## config.mk

```make
export PLATFORM = sky130hd
export DESIGN_NAME = ps2_tx
export DESIGN_NICKNAME = d
export VERILOG_FILES = /design/src/rtl/ps2_tx_pkg.sv /design/src/rtl/ps2_sync_edge.sv /design/src/rtl/ps2_tx.sv
export SDC_FILE = /design/constraint.sdc
export NUM_CORES = 1
export LEC_CHECK = 0
export ABC_AREA = 1
export ABC_CLOCK_PERIOD_IN_PS = 5420
export CAP_MARGIN = 5
export CORE_UTILIZATION = 65
export DETAILED_ROUTE_END_ITERATION = 10
export GPL_TIMING_DRIVEN = 0
export PLACE_DENSITY_LB_ADDON = 0.08
export SYNTH_ARGS = -nofsm -noshare
export SYNTH_HDL_FRONTEND = slang
export SYNTH_SLANG_ARGS = --single-unit
export TNS_END_PERCENT = 1
```

## constraint.sdc

```tcl
create_clock -name clk_i -period 5.42 [get_ports clk_i]
set_input_delay 1.084 -clock clk_i [delete_from_list [all_inputs] [get_ports clk_i]]
set_output_delay 1.084 -clock clk_i [all_outputs]
set_load 0.02 [all_outputs]
```

## src/rtl/ps2_tx_pkg.sv

```systemverilog
// ps2_tx_pkg
// Shared definitions for the PS/2 host-to-device transmitter.
//   - Default timing constants. The receiver and the controller use them too.
//   - Transmitter state encoding.
//   - Frame builder: {stop, odd parity, data[7:0]}.
package ps2_tx_pkg;

  // Default timing, derived from the system clock frequency.
  localparam int unsigned PS2_SYS_CLK_HZ     = 50_000_000;
  localparam int unsigned PS2_INHIBIT_US     = 100;
  localparam int unsigned PS2_TIMEOUT_US     = 15_000;
  localparam int unsigned PS2_INHIBIT_CYCLES = (PS2_SYS_CLK_HZ / 1_000_000) * PS2_INHIBIT_US;
  localparam int unsigned PS2_TIMEOUT_CYCLES = (PS2_SYS_CLK_HZ / 1_000_000) * PS2_TIMEOUT_US;

  localparam int unsigned PS2_FRAME_BITS = 10;

  typedef enum logic [2:0] {
    ST_IDLE,
    ST_INHIBIT,
    ST_RTS,
    ST_SHIFT,
    ST_ACK,
    ST_WAIT_IDLE
  } tx_state_e;

  // Bit 0 goes out first. The frame is data LSB first, then odd parity, then stop.
  function automatic logic [PS2_FRAME_BITS-1:0] ps2_frame(input logic [7:0] data);
    return {1'b1, ~^data, data};
  endfunction

endpackage

```

## src/rtl/ps2_sync_edge.sv

```systemverilog
// ps2_sync_edge
// Two-flop synchronizers for the raw PS/2 clock and data lines. Also detects
// the falling edge of the synchronized clock. The receiver reuses this block.
// Ports:
//   clk_i, rst_i     system clock and asynchronous active-high reset
//   ps2_clk_i        raw PS/2 clock line (asynchronous)
//   ps2_din_i        raw PS/2 data line (asynchronous)
//   clk_sync_o       synchronized PS/2 clock
//   din_sync_o       synchronized PS/2 data
//   clk_fall_o       high for one cycle: synced clock was 1 and is now 0
module ps2_sync_edge (
  input  logic clk_i,
  input  logic rst_i,
  input  logic ps2_clk_i,
  input  logic ps2_din_i,
  output logic clk_sync_o,
  output logic din_sync_o,
  output logic clk_fall_o
);

  logic [1:0] clk_ff_q, clk_ff_d;
  logic [1:0] din_ff_q, din_ff_d;
  logic       clk_prev_q, clk_prev_d;

  always_comb begin
    clk_ff_d   = {clk_ff_q[0], ps2_clk_i};
    din_ff_d   = {din_ff_q[0], ps2_din_i};
    clk_prev_d = clk_ff_q[1];
  end

  // Reset to the idle (released, pulled-up) level. This stops a spurious
  // falling edge from appearing right after reset.
  always_ff @(posedge clk_i or posedge rst_i) begin
    if (rst_i) begin
      clk_ff_q   <= 2'b11;
      din_ff_q   <= 2'b11;
      clk_prev_q <= 1'b1;
    end else begin
      clk_ff_q   <= clk_ff_d;
      din_ff_q   <= din_ff_d;
      clk_prev_q <= clk_prev_d;
    end
  end

  assign clk_sync_o = clk_ff_q[1];
  assign din_sync_o = din_ff_q[1];
  assign clk_fall_o = clk_prev_q & ~clk_ff_q[1];

endmodule

```

## src/rtl/ps2_tx.sv

```systemverilog
// ps2_tx
// Host-to-device PS/2 transmitter. It sends one command byte per strobe:
//   1. Inhibit: hold the clock low.
//   2. Request-to-send: data low, then release the clock.
//   3. Shift out data, parity and stop on the falling edges of the device clock.
//   4. Check the device acknowledge bit.
// Parameters:
//   INHIBIT_CYCLES  cycles the clock is held low before release (>= 1)
//   TIMEOUT_CYCLES  cycles from clock release to the forced error (>= 2)
// Ports:
//   clk_i, rst_i                system clock and asynchronous active-high reset
//   ps2_clk_i, ps2_din_i        raw open-drain PS/2 lines
//   ps2_clk_oe_o, ps2_din_oe_o  1 = pull the line low
//   tx_stb_i, tx_data_i         one-cycle send request and command byte
//   tx_busy_o                   transmission in flight
//   tx_done_o, tx_err_o         one-cycle completion strobes (ACK / NAK or timeout)
module ps2_tx
  import ps2_tx_pkg::*;
#(
  parameter int unsigned INHIBIT_CYCLES = PS2_INHIBIT_CYCLES,
  parameter int unsigned TIMEOUT_CYCLES = PS2_TIMEOUT_CYCLES
) (
  input  logic       clk_i,
  input  logic       rst_i,
  input  logic       ps2_clk_i,
  input  logic       ps2_din_i,
  output logic       ps2_clk_oe_o,
  output logic       ps2_din_oe_o,
  input  logic       tx_stb_i,
  input  logic [7:0] tx_data_i,
  output logic       tx_busy_o,
  output logic       tx_done_o,
  output logic       tx_err_o
);

  localparam int unsigned INH_W = $clog2(INHIBIT_CYCLES + 1);
  localparam int unsigned TO_W  = $clog2(TIMEOUT_CYCLES + 1);

  logic clk_sync, din_sync, clk_fall;

  ps2_sync_edge u_sync (
    .clk_i      (clk_i),
    .rst_i      (rst_i),
    .ps2_clk_i  (ps2_clk_i),
    .ps2_din_i  (ps2_din_i),
    .clk_sync_o (clk_sync),
    .din_sync_o (din_sync),
    .clk_fall_o (clk_fall)
  );

  tx_state_e                 state_q, state_d;
  logic [PS2_FRAME_BITS-1:0] shift_q, shift_d;
  logic [INH_W-1:0]          inh_cnt_q, inh_cnt_d;
  logic [TO_W-1:0]           to_cnt_q, to_cnt_d;
  logic [3:0]                edge_cnt_q, edge_cnt_d;
  logic                      clk_oe_q, clk_oe_d;
  logic                      din_oe_q, din_oe_d;
  logic                      busy_q, busy_d;
  logic                      done_q, done_d;
  logic                      err_q, err_d;

  always_comb begin
    state_d    = state_q;
    shift_d    = shift_q;
    inh_cnt_d  = inh_cnt_q;
    to_cnt_d   = to_cnt_q;
    edge_cnt_d = edge_cnt_q;
    clk_oe_d   = clk_oe_q;
    din_oe_d   = din_oe_q;
    // Busy stays high on the cycle the state returns to IDLE.
    // It falls on the cycle after that.
    busy_d     = (state_q != ST_IDLE);
    done_d     = 1'b0;
    err_d      = 1'b0;

    unique case (state_q)
      ST_IDLE: begin
        clk_oe_d = 1'b0;
        din_oe_d = 1'b0;
        if (tx_stb_i) begin
          shift_d   = ps2_frame(tx_data_i);
          // The counter holds the number of cycles the clock has been low,
          // counting the cycle being registered now.
          inh_cnt_d = INH_W'(1);
          clk_oe_d  = 1'b1;
          // The start bit goes low one cycle before the clock is released.
          // With a one-cycle inhibit, that cycle is the first one.
          din_oe_d  = (INHIBIT_CYCLES == 1);
          busy_d    = 1'b1;
          state_d   = ST_INHIBIT;
        end
      end

      ST_INHIBIT: begin
        inh_cnt_d = inh_cnt_q + INH_W'(1);
        if (inh_cnt_q == INH_W'(INHIBIT_CYCLES - 1)) begin
          din_oe_d = 1'b1;
        end
        if (inh_cnt_q == INH_W'(INHIBIT_CYCLES)) begin
          clk_oe_d = 1'b0;
          din_oe_d = 1'b1;
          state_d  = ST_RTS;
        end
      end

      ST_RTS: begin
        // The clock was released on entry to this state, so this cycle is the
        // first one after release. Start the count at 1: the error strobe then
        // lands exactly TIMEOUT_CYCLES cycles after release.
        to_cnt_d   = TO_W'(1);
        edge_cnt_d = 4'd0;
        state_d    = ST_SHIFT;
      end

      ST_SHIFT: begin
        to_cnt_d = to_cnt_q + TO_W'(1);
        if (clk_fall) begin
          din_oe_d   = ~shift_q[0];
          shift_d    = {1'b0, shift_q[PS2_FRAME_BITS-1:1]};
          edge_cnt_d = edge_cnt_q + 4'd1;
          if (edge_cnt_q == 4'd9) begin
            state_d = ST_ACK;
          end
        end
      end

      ST_ACK: begin
        to_cnt_d = to_cnt_q + TO_W'(1);
        if (clk_fall) begin
          edge_cnt_d = edge_cnt_q + 4'd1;
          if (!din_sync) begin
            state_d = ST_WAIT_IDLE;
          end else begin
            err_d   = 1'b1;
            state_d = ST_IDLE;
          end
        end
      end

      ST_WAIT_IDLE: begin
        if (clk_sync && din_sync) begin
          done_d  = 1'b1;
          state_d = ST_IDLE;
        end
      end

      default: begin
        state_d = ST_IDLE;
      end
    endcase

    // Timeout overrides any edge that lands on the same cycle.
    if (((state_q == ST_SHIFT) || (state_q == ST_ACK)) &&
        (to_cnt_q == TO_W'(TIMEOUT_CYCLES - 1))) begin
      clk_oe_d = 1'b0;
      din_oe_d = 1'b0;
      done_d   = 1'b0;
      err_d    = 1'b1;
      state_d  = ST_IDLE;
    end
  end

  always_ff @(posedge clk_i or posedge rst_i) begin
    if (rst_i) begin
      state_q    <= ST_IDLE;
      shift_q    <= '0;
      inh_cnt_q  <= '0;
      to_cnt_q   <= '0;
      edge_cnt_q <= '0;
      clk_oe_q   <= 1'b0;
      din_oe_q   <= 1'b0;
      busy_q     <= 1'b0;
      done_q     <= 1'b0;
      err_q      <= 1'b0;
    end else begin
      state_q    <= state_d;
      shift_q    <= shift_d;
      inh_cnt_q  <= inh_cnt_d;
      to_cnt_q   <= to_cnt_d;
      edge_cnt_q <= edge_cnt_d;
      clk_oe_q   <= clk_oe_d;
      din_oe_q   <= din_oe_d;
      busy_q     <= busy_d;
      done_q     <= done_d;
      err_q      <= err_d;
    end
  end

  assign ps2_clk_oe_o = clk_oe_q;
  assign ps2_din_oe_o = din_oe_q;
  assign tx_busy_o    = busy_q;
  assign tx_done_o    = done_q;
  assign tx_err_o     = err_q;

endmodule

```

==> results_dict.tcl, run 1 <==
set metrics [dict create \
    outcome "finished clean" \
    clk_pin_slew_ps 70 \
    dp_hpwl_um 5070 \
    ctsHoldBuffers 0 \
    drive_above_1_share 0.109 \
    powerDensity_nw_per_um2 419 \
    rows 26 \
    clockPowerShare 0.267 \
    overflow 0 \
    setup-tns-final_ps 0 \
    hold_path_class "reg -> reg" \
    grt_pass1_wl_um 11900 \
    max_stage_delay_ps 610 \
    synth_area_leader_cell "dfrtp_1" \
    io_buffers 17 \
    max_freq_ghz 0.417 \
    grt_max_degree 36 \
    cts.repair.resized 0 \
    cp.depth 1 \
    final-max-slew-violation-count 0 \
    crit_arrival_ps 1320 \
    setup_viol 0 \
    chipWidth_um 74.6 \
    start_util 0.675 \
    end_kind "output pin" \
    crit_family "buffers and inverters" \
    finalCriticalPeriod_ps 2400 \
    synthToLayoutAreaGrowth_pct 14.6 \
    syn-num-nets 463 \
    p_total_mw 1.64 \
    slew_headroom 0.614 \
    p_int_mw 1.02 \
    p_seq_frac 0.361 \
    diodes 0 \
    critPathSlowestCell "clkdlybuf4s50_1" \
    crit_chain "clkdlybuf4s50_1" \
    die_h_um 74.6 \
    final_core_util 0.773 \
    yosysWarnings 0 \
    synth_top_area_frac 0.402 \
    p_sw_frac 0.380 \
    cts.sink_count 60 \
    ys_types 37 \
    wirelength_um 7080 \
    peakVddDrop_uv 258 \
    syn_inst 445 \
    ant_nets 0 \
    synth_area_um2 3420 \
    worst_slew_pin_slew_ps 578 \
    post_drt_via_cell_ratio 5.46 \
    cts_tree "built" \
    avgSynthCellArea_um2 7.70 \
    cts_buffer_depth 2 \
    cp.required_ps 4340 \
    boundaryPins 18 \
    worstHoldPathCells 0 \
    clk_latency_ps 350 \
    worstPathMaxFanout 2 \
    maxCapViolations 0 \
    crit_type "reg -> out" \
    grt_pass1_vias 2679 \
    core_um2 5070 \
    route.detailed.drc 0 \
    yosysSeqAreaShare 0.440 \
    p_switching_mw 0.624 \
    vias 2996 \
    critPathLaunchType "flop" \
    rsz0062_at_grt "no" \
    path_buf_inv 1 \
    cts-root-buf "clkbuf_8" \
    track_usage 0.289 \
    rr_worst_depth 10 \
    ys_ff_latch 60 \
    min_period_over_period 0.443 \
    finalHoldViolCount 0 \
    drt_iter0_drc 204 \
    postCtsSetupRepairBufs 0 \
    ff2ff_setup_slack_ps 3680 \
    layout.nets 492 \
    nFillCells 386 \
    numCtsBuffers 9 \
    synthTopCellsByArea "dfrtp_1, nand2_1, inv_1, nor2_1, o21ai_0" \
    power.leakage_nw 1.85 \
    drt-pass1-iter-count 5 \
    dieArea_um2 5560 \
    antenna_found_initial 0 \
    fin_skew_ps 7.77 \
    avgRoutedWirePerCell_um 12.9 \
    h-tree-depth 3 \
    comb_power_share 0.373 \
    gp_congestion 0.998 \
]
-- cells in the mapped netlist, drive strengths merged --
master and n:
nand2 114, inv 67, dfrtp 55, nor2 51, o21ai 35, nand3 26, a21oi 23, nand4 12
nor3 12, buf 9, o211ai 8, xor2 6, dfstp 5, ha 5, o22ai 5, xnor2 4
mux2i 2, nor3b 2, a22o 1, a22oi 1, nand3b 1, o31ai 1
-- worst reg2reg max path: stages (launching register included) --
cell     delay [ps]
dfrtp_1         390
ha_1            210
nand2_1         140
nor2_1          190
nand3_1          90
nor2_1          180
nand2_4         110
nand2_4         100
nand3_2          80
nand2_1          70
nand2_1          50
-- layout make-up --
class / count / area, um^2 / share of cell area
Multi-Input combinational cell: 309 / 1590 / 0.406
Sequential cell: 60 / 1510 / 0.384
Inverter: 67 / 254 / 0.0647
Timing Repair Buffer: 18 / 190 / 0.0485
Clock buffer: 13 / 179 / 0.0456
Tap cell: 70 / 87.6 / 0.0223
Buffer: 9 / 71.3 / 0.0182
Clock inverter: 3 / 42.5 / 0.0108
-- state kept, by name, indices dropped and copies added (netlist names) --
signal             cells
tx_done_o              1
to_cnt_q              20
state_q                3
shift_q               10
ps2_clk_oe_o           1
u_sync.clk_prev_q      1
ps2_din_oe_o           1
tx_busy_o              1
tx_err_o               1
u_sync.clk_ff_q        2
edge_cnt_q             4
inh_cnt_q             13
u_sync.din_ff_q        2
-- placed cells by master (no fill, tap or decap), drive strengths merged, types with 2 or more instances in the layout --
cell type and n:
nand2 114, inv 67, dfrtp 55, nor2 51
o21ai 35, nand3 26, a21oi 23, clkdlybuf4s50 17
clkbuf 13, nand4 12, nor3 12, buf 10
o211ai 8, xor2 6, o22ai 5, ha 5
dfstp 5, xnor2 4, nor3b 2, mux2i 2
-- power by group through the flow --
stage | clock (mW) | sequential (mW) | combinational (mW)
2_1_floorplan | 0 | 0.600 | 0.450
3_3_place_gp | 0 | 0.596 | 0.581
3_5_place_dp | 0 | 0.598 | 0.604
4_1_cts | 0.443 | 0.592 | 0.612
5_1_grt | 0.464 | 0.604 | 0.695
6_report | 0.438 | 0.593 | 0.612
-- logic make-up (layout without fill, tap and decap cells) --
| kind of cell | count (synthesis) | after routing | share of synthesized area |
|---|---|---|---|
| AND/OR/NAND/NOR | 218 | 218 | 0.294 |
| buffers and inverters | 76 | 110 | 0.0950 |
| AO/OA/AOI/OAI | 74 | 74 | 0.121 |
| flip-flops | 60 | 60 | 0.440 |
| XOR/XNOR | 10 | 10 | 0.0256 |
| adder cells (fa/ha/maj) | 5 | 5 | 0.0183 |
| multiplexers | 2 | 2 | 0.00585 |
-- path summary, 6_finish.rpt --
path,from,end
setup / recovery,ps2_clk_oe_o,ps2_clk_oe_o
hold / removal,u_sync.din_ff_q[0],u_sync.din_ff_q[1]
setup reg to reg,to_cnt_q[0],state_q[2]
hold reg to reg,u_sync.din_ff_q[0],u_sync.din_ff_q[1]
max in group asynchronous,rst_i,u_sync.clk_ff_q[1]
min in group asynchronous,rst_i,to_cnt_q[18]
-- stage by stage --
step / cells / worst slack [ps] / hold WS [ps] / instance area, um^2
2_1_floorplan: 445 / 2860 / 345 / 3420
3_3_place_gp: 532 / 1830 / 346 / 3680
3_5_place_dp: 533 / 2890 / 347 / 3700
4_1_cts: 549 / 3000 / 355 / 3920
5_1_grt: 549 / 2970 / 362 / 3920
6_report: 549 / 3020 / 353 / 3920
-- layer usage --
layer,track usage,wire (um)
met5,0,0
met2,0.448,3410
met4,0.0776,76
met3,0.0894,353
met1,0.395,3240
No activity file was read; power rests on OpenSTA's default activity.
==> run 2: changes to the inputs <==
--- a/config.mk
+++ b/config.mk
@@ -6,9 +6,9 @@
 export NUM_CORES = 1
 export LEC_CHECK = 0
 export ABC_AREA = 1
-export ABC_CLOCK_PERIOD_IN_PS = 5420
+export ABC_CLOCK_PERIOD_IN_PS = 2000
 export CAP_MARGIN = 5
-export CORE_UTILIZATION = 65
+export CORE_UTILIZATION = 54
 export DETAILED_ROUTE_END_ITERATION = 10
 export GPL_TIMING_DRIVEN = 0
 export PLACE_DENSITY_LB_ADDON = 0.08
==> constraint.sdc (replaced) <==
create_clock -name clk_i -period 2 [get_ports clk_i]
set_input_delay 0.4 -clock clk_i [delete_from_list [all_inputs] [get_ports clk_i]]
set_output_delay 0.4 -clock clk_i [all_outputs]
set_load 0.02 [all_outputs]
==> run 2 against run 1 <==
Compared with the run above:
- sequential share of layout area grew 0.21 points
- worst setup slack lost 2700 ps
- global-route usage shrank 5.0 points
- non-clock buffer count is the same
- flip-flop and latch count is the same
==> results_dict.tcl, run 2 (same netlist as run 1, synthesis figures left out) <==
set metrics [dict create \
    worst_slew_pin_slew_ps 561 \
    boundaryPins 18 \
    synthToLayoutAreaGrowth_pct 14.0 \
    vias 2881 \
    cts_buffer_depth 2 \
    cts-root-buf "clkbuf_8" \
    worstPathMaxFanout 2 \
    route.detailed.drc 0 \
    cts.sink_count 60 \
    r2r-start "to_cnt_q[0]" \
    drive_above_1_share 0.106 \
    final-max-slew-violation-count 0 \
    grt.busiest_layer "met2" \
    p_switching_mw 1.67 \
    dpl_cell_area_um2 3710 \
    antenna_found_initial 0 \
    grt_pass1_wl_um 11900 \
    crit_arrival_ps 1320 \
    nFillCells 545 \
    post_drt_via_cell_ratio 5.20 \
    powerDensity_nw_per_um2 1110 \
    finalHoldViolCount 0 \
    top_register "to_cnt_q" \
    critPathLaunchType "flop" \
    largest_reg_flops 20 \
    critPathSlowestCell "clkdlybuf4s50_1" \
    min_period_over_period 0.858 \
    max_freq_ghz 0.583 \
    track_usage 0.240 \
    overflow 0 \
    setup-tns-final_ps 0 \
    grt_pass1_vias 2636 \
    grt_util_met2 0.366 \
    largest_registers "to_cnt_q (20), inh_cnt_q (13), shift_q (10)" \
    met3_usage 0.0700 \
    final_common_cell "nand2_1" \
    cts.repair.resized 0 \
    h-tree-depth 3 \
    rows 28 \
    end_kind "output pin" \
    drt-pass1-iter-count 4 \
    numCtsBuffers 9 \
    crit_start "ps2_clk_oe_o" \
    peakVddDrop_uv 799 \
    use_met1 0.322 \
    grt_max_degree 37 \
    gp_congestion 0.891 \
    most-common-layout-cells "nand2_1, inv_1, dfrtp_1, nor2_1, o21ai_0" \
    clockPowerShare 0.250 \
    ctsHoldBuffers 0 \
    crit_chain "clkdlybuf4s50_1" \
    path_buf_inv 1 \
    cp.required_ps 1600 \
    diodes 0 \
    clk_pin_slew_ps 70 \
    crit_type "reg -> out" \
    max_stage_delay_ps 610 \
    cts_tree "built" \
    setup_viol 0 \
    maxCapViolations 0 \
    chipWidth_um 81.6 \
    finalCriticalPeriod_ps 1720 \
    dp_hpwl_um 4900 \
    io_buffers 17 \
    start_util 0.568 \
    p_sw_frac 0.386 \
    hold_path_class "reg -> reg" \
    layout.nets 492 \
    power.leakage_nw 1.83 \
    outcome "finished clean" \
    comb_power_share 0.377 \
    min_from "u_sync.clk_ff_q[0]" \
    drt_iter0_drc 169 \
    ant_nets 0 \
    p_int_mw 2.65 \
    fin_skew_ps 10.3 \
    clk_latency_ps 340 \
    slew_headroom 0.625 \
    avgRoutedWirePerCell_um 12.5 \
    die_h_um 81.6 \
    crit_family "buffers and inverters" \
    design_area_um2 3900 \
    p_seq_frac 0.373 \
    core_um2 6030 \
    rsz0062_at_grt "no" \
    dieArea_um2 6660 \
    postCtsSetupRepairBufs 0 \
    wirelength_um 6940 \
]
[run 2: changes by cell type in the layout (fill, tap and decap cells not counted), sizes merged]
cell	delta
clkbuf	-2
clkinv	+2
[run 2: worst register-to-register path, delay by kind of cell (launching register included)]
kind | cells | cell delay, ps
adders and majority gates | 1 | 200
and+or+nand+nor | 9 | 1000
DFF | 1 | 390
[run 2: metal layers]
layer / up-vias / part of all wire
met3: 7 / 0.039
li1: 1492 / -
met4: 0 / 0.013
met1: 1333 / 0.51
met5: - / 0
met2: 49 / 0.44
[run 2: final cells by class]
cell class	count	area [um^2]	area share
Inverter	67	254	0.0651
Clock buffer	11	141	0.0362
Timing Repair Buffer	18	190	0.0487
Clock inverter	5	52.6	0.0135
Tap cell	75	93.8	0.0240
Sequential cell	60	1510	0.386
Buffer	9	71.3	0.0183
Multi-Input combinational cell	309	1590	0.408
[run 2: power by group through the flow]
stage	clock network [mW]	registers (mW)	logic, mW
finish	1.08	1.61	1.63
global placement	0	1.62	1.59
CTS	1.11	1.61	1.64
global route	1.16	1.64	1.85
floorplan	0	1.63	1.22
detailed placement	0	1.63	1.63
[run 2: worst paths after layout]
path                                      end  slack [ps]  depth (start not counted)
max                              ps2_clk_oe_o         280                          1
min                        u_sync.clk_ff_q[1]         360                          0
max reg2reg                        state_q[2]         310                         10
min reg2reg                u_sync.clk_ff_q[1]         360                          0
max in group asynchronous  u_sync.clk_ff_q[0]         920                          3
min in group asynchronous        ps2_din_oe_o         430                          2
[run 2: stage by stage]
stage | std cells | util | setup slack, ps | power (mW) | hold WS (ps)
2_1_floorplan | 445 | - | 124 | 2.84 | 345
3_3_place_gp | 537 | 0.612 | -968 | 3.21 | 346
3_5_place_dp | 538 | 0.615 | 114 | 3.26 | 348
4_1_cts | 554 | 0.648 | 274 | 4.37 | 359
5_1_grt | 554 | 0.648 | 83.9 | 4.64 | 358
6_report | 554 | 0.648 | 284 | 4.32 | 358
